==> config.mk <==
export PLATFORM = sky130hd
export DESIGN_NAME = btc_host_link
export DESIGN_NICKNAME = d
export VERILOG_FILES = /design/src/rtl/btc_host_link.sv
export SDC_FILE = /design/constraint.sdc
export NUM_CORES = 2
export LEC_CHECK = 0
export CAP_MARGIN = 20
export CELL_PAD_IN_SITES_DETAIL_PLACEMENT = 1
export CELL_PAD_IN_SITES_GLOBAL_PLACEMENT = 1
export CORE_AREA = 3 3 358 360
export CTS_BUF_LIST = sky130_fd_sc_hd__clkbuf_4
export DETAILED_ROUTE_END_ITERATION = 6
export DIE_AREA = 0 0 361 363
export PLACE_DENSITY_LB_ADDON = 0.1
export RECOVER_POWER = 25
export SLEW_MARGIN = 20
export SYNTH_ARGS = -nofsm -noshare
export SYNTH_HDL_FRONTEND = slang
export SYNTH_SLANG_ARGS = --single-unit
==> constraint.sdc <==
create_clock -name clk -period 3.6 [get_ports clk]
set_clock_uncertainty 0.2 [all_clocks]
set_input_delay 0.72 -clock clk [delete_from_list [all_inputs] [get_ports clk]]
set_output_delay 0.72 -clock clk [all_outputs]
set_load 0.01 [all_outputs]
==> src/rtl/btc_host_link.sv <==
// btc_host_link
//
// Host-side driver for the tt_um_bitcoin miner's pin-level handshake.
// A block header is latched on an accepted start and sent to the miner as
// WORDS 16-bit words, MSB word first, one word per miner request. After the
// miner raises done, HASH_BYTES hash bytes are read back with an rq/ack
// handshake and placed into the hash output by miner address.
//
// Ports
//   clk            system clock
//   rst_n          synchronous active-low reset
//   start          one-cycle job start (accepted in IDLE, DONE, ERR)
//   header         block header, word i = header[639-16i -: 16]
//   busy           high while a job is in progress
//   hash_valid     high in DONE
//   hash           captured hash, miner address a -> hash[255-8a -: 8]
//   err            high in ERR (timeout or protocol error)
//   miner_uo       miner status: [5:0] addr, [6] done, [7] rq
//   miner_uio_out  miner read data
//   miner_ui       write phase: word[15:8]; read phase: {ack, 7'b0}
//   miner_uio      write phase: word[7:0]; otherwise 0
//
// Optional build macro
//   BTC_HOST_SYNC_EN  when defined, miner_uo and miner_uio_out pass through
//                     2-flop synchronizers before use (adds 2 cycles of
//                     input latency); use when the miner clock is unrelated.

module btc_host_link #(
  parameter int WORDS      = 40,
  parameter int HASH_BYTES = 32,
  parameter int TIMEOUT    = 65535
) (
  input  logic                      clk,
  input  logic                      rst_n,
  input  logic                      start,
  input  logic [16*WORDS-1:0]       header,
  output logic                      busy,
  output logic                      hash_valid,
  output logic [8*HASH_BYTES-1:0]   hash,
  output logic                      err,
  input  logic [7:0]                miner_uo,
  input  logic [7:0]                miner_uio_out,
  output logic [7:0]                miner_ui,
  output logic [7:0]                miner_uio
);

  localparam int IW = $clog2(WORDS + 1);
  localparam int CW = $clog2(HASH_BYTES + 1);
  localparam int TW = (TIMEOUT > 0) ? $clog2(TIMEOUT + 1) : 1;
  localparam logic [TW-1:0] TIMEOUT_V = TW'(TIMEOUT);

  typedef enum logic [2:0] {
    IDLE, W_RQ, W_LOW, W_DONE, R_RQ, R_LOW, DONE, ERR
  } state_t;

  state_t state, state_nxt;

  logic [16*WORDS-1:0]     header_q, header_nxt;
  logic [IW-1:0]           idx, idx_nxt;
  logic [CW-1:0]           count, count_nxt;
  logic [TW-1:0]           wait_cnt, wait_cnt_nxt;
  logic [8*HASH_BYTES-1:0] hash_nxt;
  logic [7:0]              ui_nxt, uio_nxt;
  logic                    busy_nxt, hash_valid_nxt, err_nxt;

  logic [7:0]  uo_s, data_s;
  logic        rq, done_in, timeout_hit, in_wait;
  logic [5:0]  addr;
  logic [15:0] word_cur;

`ifdef BTC_HOST_SYNC_EN
  logic [7:0] uo_meta, uo_sync, data_meta, data_sync;

  // Two-stage synchronizers for the miner's status and read-data pins.
  always_ff @(posedge clk) begin
    if (!rst_n) begin
      uo_meta   <= '0;
      uo_sync   <= '0;
      data_meta <= '0;
      data_sync <= '0;
    end else begin
      uo_meta   <= miner_uo;
      uo_sync   <= uo_meta;
      data_meta <= miner_uio_out;
      data_sync <= data_meta;
    end
  end

  assign uo_s   = uo_sync;
  assign data_s = data_sync;
`else
  assign uo_s   = miner_uo;
  assign data_s = miner_uio_out;
`endif

  assign rq       = uo_s[7];
  assign done_in  = uo_s[6];
  assign addr     = uo_s[5:0];
  assign word_cur = header_q[16*WORDS-1 - 16*int'(idx) -: 16];

  assign in_wait = (state == W_RQ) || (state == W_LOW) || (state == W_DONE) ||
                   (state == R_RQ) || (state == R_LOW);

  // A timeout of 0 disables the watchdog entirely.
  assign timeout_hit = (TIMEOUT != 0) && in_wait && (wait_cnt == TIMEOUT_V);

  // State and all registered outputs.
  always_ff @(posedge clk) begin
    if (!rst_n) begin
      state      <= IDLE;
      header_q   <= '0;
      idx        <= '0;
      count      <= '0;
      wait_cnt   <= '0;
      hash       <= '0;
      miner_ui   <= '0;
      miner_uio  <= '0;
      busy       <= 1'b0;
      hash_valid <= 1'b0;
      err        <= 1'b0;
    end else begin
      state      <= state_nxt;
      header_q   <= header_nxt;
      idx        <= idx_nxt;
      count      <= count_nxt;
      wait_cnt   <= wait_cnt_nxt;
      hash       <= hash_nxt;
      miner_ui   <= ui_nxt;
      miner_uio  <= uio_nxt;
      busy       <= busy_nxt;
      hash_valid <= hash_valid_nxt;
      err        <= err_nxt;
    end
  end

  // Next-state logic. The watchdog takes priority over a handshake event
  // arriving in the same cycle.
  always_comb begin
    state_nxt = state;
    case (state)
      IDLE, DONE, ERR: if (start) state_nxt = W_RQ;
      W_RQ: begin
        if (timeout_hit) state_nxt = ERR;
        else if (rq)     state_nxt = W_LOW;
      end
      W_LOW: begin
        if (timeout_hit) state_nxt = ERR;
        else if (!rq)    state_nxt = (idx == IW'(WORDS - 1)) ? W_DONE : W_RQ;
      end
      W_DONE: begin
        if (timeout_hit)  state_nxt = ERR;
        else if (done_in) state_nxt = R_RQ;
      end
      R_RQ: begin
        if (timeout_hit) state_nxt = ERR;
        else if (rq)     state_nxt = addr[5] ? ERR : R_LOW;
      end
      R_LOW: begin
        if (timeout_hit) state_nxt = ERR;
        else if (!rq)    state_nxt = (count == CW'(HASH_BYTES - 1)) ? DONE : R_RQ;
      end
      default: state_nxt = IDLE;
    endcase
  end

  // Output and datapath next values; everything holds unless a transition
  // below changes it, which keeps the last word on the pins through W_DONE.
  always_comb begin
    header_nxt = header_q;
    idx_nxt    = idx;
    count_nxt  = count;
    hash_nxt   = hash;
    ui_nxt     = miner_ui;
    uio_nxt    = miner_uio;

    if (state_nxt != state) wait_cnt_nxt = '0;
    else if (in_wait)       wait_cnt_nxt = wait_cnt + 1'b1;
    else                    wait_cnt_nxt = '0;

    case (state)
      IDLE, DONE, ERR: begin
        if (start) begin
          header_nxt = header;
          hash_nxt   = '0;
          idx_nxt    = '0;
          count_nxt  = '0;
          ui_nxt     = '0;
          uio_nxt    = '0;
        end
      end
      W_RQ: begin
        if (state_nxt == W_LOW) begin
          ui_nxt  = word_cur[15:8];
          uio_nxt = word_cur[7:0];
        end
      end
      W_LOW: begin
        if (state_nxt == W_RQ) idx_nxt = idx + 1'b1;
      end
      W_DONE: begin
        if (state_nxt == R_RQ) begin
          ui_nxt  = '0;
          uio_nxt = '0;
        end
      end
      R_RQ: begin
        // Byte is captured on the same edge that raises ack.
        if (state_nxt == R_LOW) begin
          hash_nxt[8*HASH_BYTES-1 - 8*int'(addr[4:0]) -: 8] = data_s;
          ui_nxt = 8'h80;
        end
      end
      R_LOW: begin
        if ((state_nxt == R_RQ) || (state_nxt == DONE)) begin
          ui_nxt    = '0;
          count_nxt = count + 1'b1;
        end
      end
      default: ;
    endcase

    if ((state_nxt == ERR) && (state != ERR)) begin
      ui_nxt  = '0;
      uio_nxt = '0;
    end

    busy_nxt       = !((state_nxt == IDLE) || (state_nxt == DONE) || (state_nxt == ERR));
    hash_valid_nxt = (state_nxt == DONE);
    err_nxt        = (state_nxt == ERR);
  end

endmodule

Word level (Yosys, flattened, before mapping)

Cells that the tools add are included.
Widths: inputs -> output; s select.

Flip-flop bits (word level): 946
Input port bits: 659
Logic and storage cells: 104
Output and inout port bits: 275

Bitwise gates (word level): 2
Muxes and demuxes: 32
Eq/ne operators: 24
Add/subtract/negate cells: 6
Shift operators: 3
Reductions and logical operators: 26

Operator list:

| cell                     | count |
|---|---|
| $shiftx 655x11->16       | 1 |
| $mux 256                 | 2 |
| $pmux 256 s2             | 1 |
| $shift 8x33->263 const A | 1 |
| $shiftx 8x33->263        | 1 |
| $bwmux 256               | 1 |
| $mux 8                   | 6 |
| $pmux 8 s5               | 1 |
| $mux 3                   | 11 |
| $neg 9->33               | 1 |
| $eq 3x3->1 const B       | 8 |
| $pmux 6 s2               | 2 |
| $pmux 8 s3               | 1 |
| $mux 6                   | 3 |
| $pmux 3 s6               | 1 |
| $add 16x1->16 const B    | 1 |
| $eq 16x16->1 const B     | 1 |
| $add 6x1->6 const B      | 2 |
| $sub 10x10->11 const A   | 1 |
| $ne 2x1->1 const B       | 5 |
| $eq 3x2->1 const B       | 3 |
| $reduce_and 3->1         | 3 |
| $sub 8x8->9 const A      | 1 |
| $logic_or 1x1->1         | 7 |
| other kinds (19)         | 28 |

Depth between registers and ports, before layout

Word-level depth: 12
Gate-level depth with buffers: 11
Gate-level depth less buffers: 9

Worst setup path before layout

OpenSTA, ideal clock, no wires.

Kind: flip-flop to flip-flop
Start: register idx[3]
End: register miner_ui[7]
Buffers on the path: 2
Data required time: 3.314 ns
Data arrival time: 2.720 ns
Setup time: 0.086 ns
Clock period less this slack: 3.006 ns
Slack: 0.594 ns
Cell stages (with the launch flop): 11
Cells stage by stage: dfxtp_1 > inv_2 > buf_1 > ha_1 > xor2_1 > clkbuf_1 > nand2_1 > a211o_1 > o2111ai_1 > a21oi_1 > a211oi_1

Cells in the longest elaborated chain, start to end: 9

Ends and longest elaborated chain:

| element                                                | RTL line | source |
|---|---|---|
| start, declared                                        | 59       | `logic [IW-1:0] idx, idx_nxt;` |
| start signal, assigned                                 | 124      | `idx <= idx_nxt;` |
| branches (longest 9 deep; another with $sub 10x10->11) | -        |  |
| end signal, assigned                                   | 128      | `miner_ui <= ui_nxt;` |
| end, declared                                          | 43       | `output logic [7:0] miner_ui,` |

Several ways; the timed one is not identified. The select of a mux whose other input is x is not followed.
A chain may end at the register's enable or synchronous reset.

Final worst setup path

Start: register state[2]
End: register header_q[170]

Cells in the longest elaborated chain, start to end: 3

Ends and longest elaborated chain:

| element                                              | RTL line | source |
|---|---|---|
| start, declared                                      | 56       | `state_t state, state_nxt;` |
| start signal, assigned                               | 122      | `state <= state_nxt;` |
| $eq 3x3->1 / $logic_not 3->1 (equally long branches) | 180      | `case (state)` |
| $reduce_or 3->1 *                                    | 180      |  |
| $reduce_and 2->1 (no line) *                         | -        |  |
| end signal, assigned                                 | 123      | `header_q <= header_nxt;` |
| end, declared                                        | 58       | `logic [16*WORDS-1:0] header_q, header_nxt;` |

Mark *: on every way between the ends. The rest lies on a longest branch, timed or not.

==> impl_metrics.yaml <==
run_status:
  status: "finished, violations left"
  violations: "max-slew violations"
grt:
  grt_first_pass_wirelength_um: 265800
  groute.usage.overall_pct: 26.88
  overflow: 0
  grt_pass1_vias: 41430
  antenna_found_initial: 59
  grt_start_max_net_pins: 188
route:
  drt.antenna.violating_nets: 0
  drtIter0Drc: 2365
  drt_pre_antenna_iters: 5
  routed_wirelength_um: 182300
  avgRoutedWirePerCell_um: 23.47
  routed_via_density: 4.989
  drc: 0
  vias: 38760
worst_setup_path:
  worstPathRequired_ps: 4480
  r2r_start: "state[2]"
  cp_max_fo: 107
  r2r_cells: 7
  crit_type: "reg2reg"
  r2r_slack_ps: 350
  rr_endpoint: "header_q[170]"
  crit_path_end_kind: "register"
  crit_arrival_ps: 4130
  crit_path_start_kind: "register"
min_path:
  hold-path-endpoint: "header_q[0]"
  hold_class: "in2reg"
  min_path_cells: 3
  min_from: "header[0]"
yosys:
  yosysWarnings: 0
  yosysMostFrequentCell: "nand2_1"
  ys_seq_area_share_pct: 50.59
  synth_edf_count: 0
  synthCells: 4243
  synth.distinct_cells: 65
  synth_area_sq_mm: 0.03743
  ys_ff_latch: 946
  synth_area_leaders: "dfxtp_1 (51%), nand2_1 (15%), mux4_2 (9.4%)"
  postSynth.asyncResetShare_pct: 0
  synth_nets: 4907
  synth_common_cells: "nand2_1 (1485), dfxtp_1 (946), a21oi_1 (687)"
  avgSynthCellArea_sq_um: 8.823
  yosys.area.top_type: "dfxtp_1"
  synth_ff_type: "dfxtp_1"
  synth_top_area_share_pct: 50.59
die:
  die_area_sq_mm: 0.1310
  rows: 130
  fp.coreArea_sq_mm: 0.1254
  start_util_pct: 29.85
  io_pins: 934
  die_w_um: 361
  die_y_um: 363
timing:
  whs_ps: 207.9
  relSlewSlack_pct: -0.7006
  finalSetupTns_ps: 0
  hold_violations: 0
  setup_viol_count_final: 0
  tightest_slew_ps: 1511
  fin_crit_sh_pct: 90.30
  max_freq_ghz: 0.3076
  maxSlewViolCount: 46
  period_minus_slack_ps: 3251
  rsz0062_at_grt: "false"
pwr:
  pwr-share-comb_pct: 15.2
  clkPwrFrac_pct: 39.7
  p_sw_share_pct: 28.02
  seqPwrFrac_pct: 45.1
  power.switching_uw: 7021
  vdd.ir_drop.worst_uv: 295.5
  finalPower_uw: 25050
  power_density_mw_per_mm2: 427.7
  p_leak_uw: 0.02154
  p_int_uw: 18030
layout:
  area_growth_syn_to_layout_pct: 56.47
  final_layout_size_suffix_gt1_share_pct: 11.54
  nets: 6567
  post-route-util_pct: 46.71
  instances_no_fill: 7768
clock_network:
  clkTransAtPathRegs_ps: 60
  cts_resized: 0
  cts_tree: "built"
  cts_num_sinks: 946
  cts_inserted_buffers: 292
  clockBufferDepth: 4
  cts_root_buf: "clkbuf_4"
  ctsHoldBuffers: 645
  htree_levels: 5
  cts_setup_buffers: 0
  clkLatencyLatePin_ps: 1210
place:
  dpl.hpwl_um: 127800
  io_buffer_count: 933
  gp_congestion: 0.8342
  dpl.cell_count: 6614
job:
  drv_cap: 0
[metal layers]
metal  track usage [%]  routed length, um  share of wire (%)
met1             31.56              74420                 41
met2             46.32              89530                 49
met3             6.400              10210                5.6
met4             12.59               8017                4.4
met5                 0                105              0.058
[flip-flops by register name (all words and copies together) (netlist names), 3 cells and up]
register   count
count          6
hash         256
header_q     640
idx            6
miner_ui       8
miner_uio      8
state          3
wait_cnt      16
[logic make-up after synthesis]
kind of cell    Yosys count  share of synthesized area, %
compound gates         1065                         16.67
fa+ha+maj                 5                        0.1671
buf+inv                 319                         3.509
simple gates           1670                         17.48
xor+xnor                 22                        0.5147
flops                   946                         50.59
mux                     216                         11.07
[critical path: stages, from the launching register on]
cell,delay [ps]
dfxtp_1,470
buf_4,240
nor3_1,110
o21ai_4,370
buf_4,320
clkbuf_4,940
nand2_1,160
a21oi_1,190
[power groups by stage]
stage               registers (uW)  clock network (uW)  logic (uW)
floorplan                    11400                   0        1590
global placement             11500                   0        3130
detailed placement           11500                   0        3170
CTS                          11300               10300        3800
global route                 11400               10900        4090
finish                       11300                9950        3800
[placed cells by master, fill, tap and decap left out, drive strengths merged, types with 15 or more instances in the layout]
| master | instances |
|---|---|
| a22oi | 22 |
| mux2i | 46 |
| o2bb2ai | 120 |
| o22ai | 17 |
| buf | 89 |
| o21ai | 120 |
| nand2 | 1485 |
| clkbuf | 421 |
| a21oi | 687 |
| a22o | 16 |
| a32o | 16 |
| clkinv | 43 |
| clkdlybuf4s50 | 932 |
| nand3 | 26 |
| mux4 | 157 |
| diode | 51 |
| dfxtp | 946 |
| nor2 | 78 |
| dlygate4sd3 | 645 |
| o21a | 15 |
[area by class of cell]
type / instances / area (sq um)
fill: 14470 / 66830
sequential: 946 / 18950
multi-input combinational: 2978 / 17220
timing repair buffer: 1676 / 16900
clock buffer: 411 / 3085
tap: 1650 / 2064
clock inverter: 47 / 183.9
antenna: 51 / 127.6
inverter: 9 / 41.29
[stage by stage]
stage	setup WS [ps]	cell area, sq um
2_1_floorplan	594.0	37430
3_3_place_gp	8.510	48790
3_5_place_dp	-113.2	48790
4_1_cts	95.22	58520
5_1_grt	98.47	58560
6_report	349.1	58570
[worst max path at each step]
stage                     slack, ps  depth (start not counted)            end         from
after global placement            9                          8   miner_uio[7]  miner_uo[7]
after floorplan                 590                         10    miner_ui[7]       idx[3]
final                           350                          7  header_q[170]     state[2]
after CTS                       100                          1    miner_ui[3]  miner_ui[3]
after global routing            100                          7   header_q[81]     state[2]
after detailed placement       -110                          8   miner_uio[7]  miner_uo[7]
(Power assumes the default switching activity.)
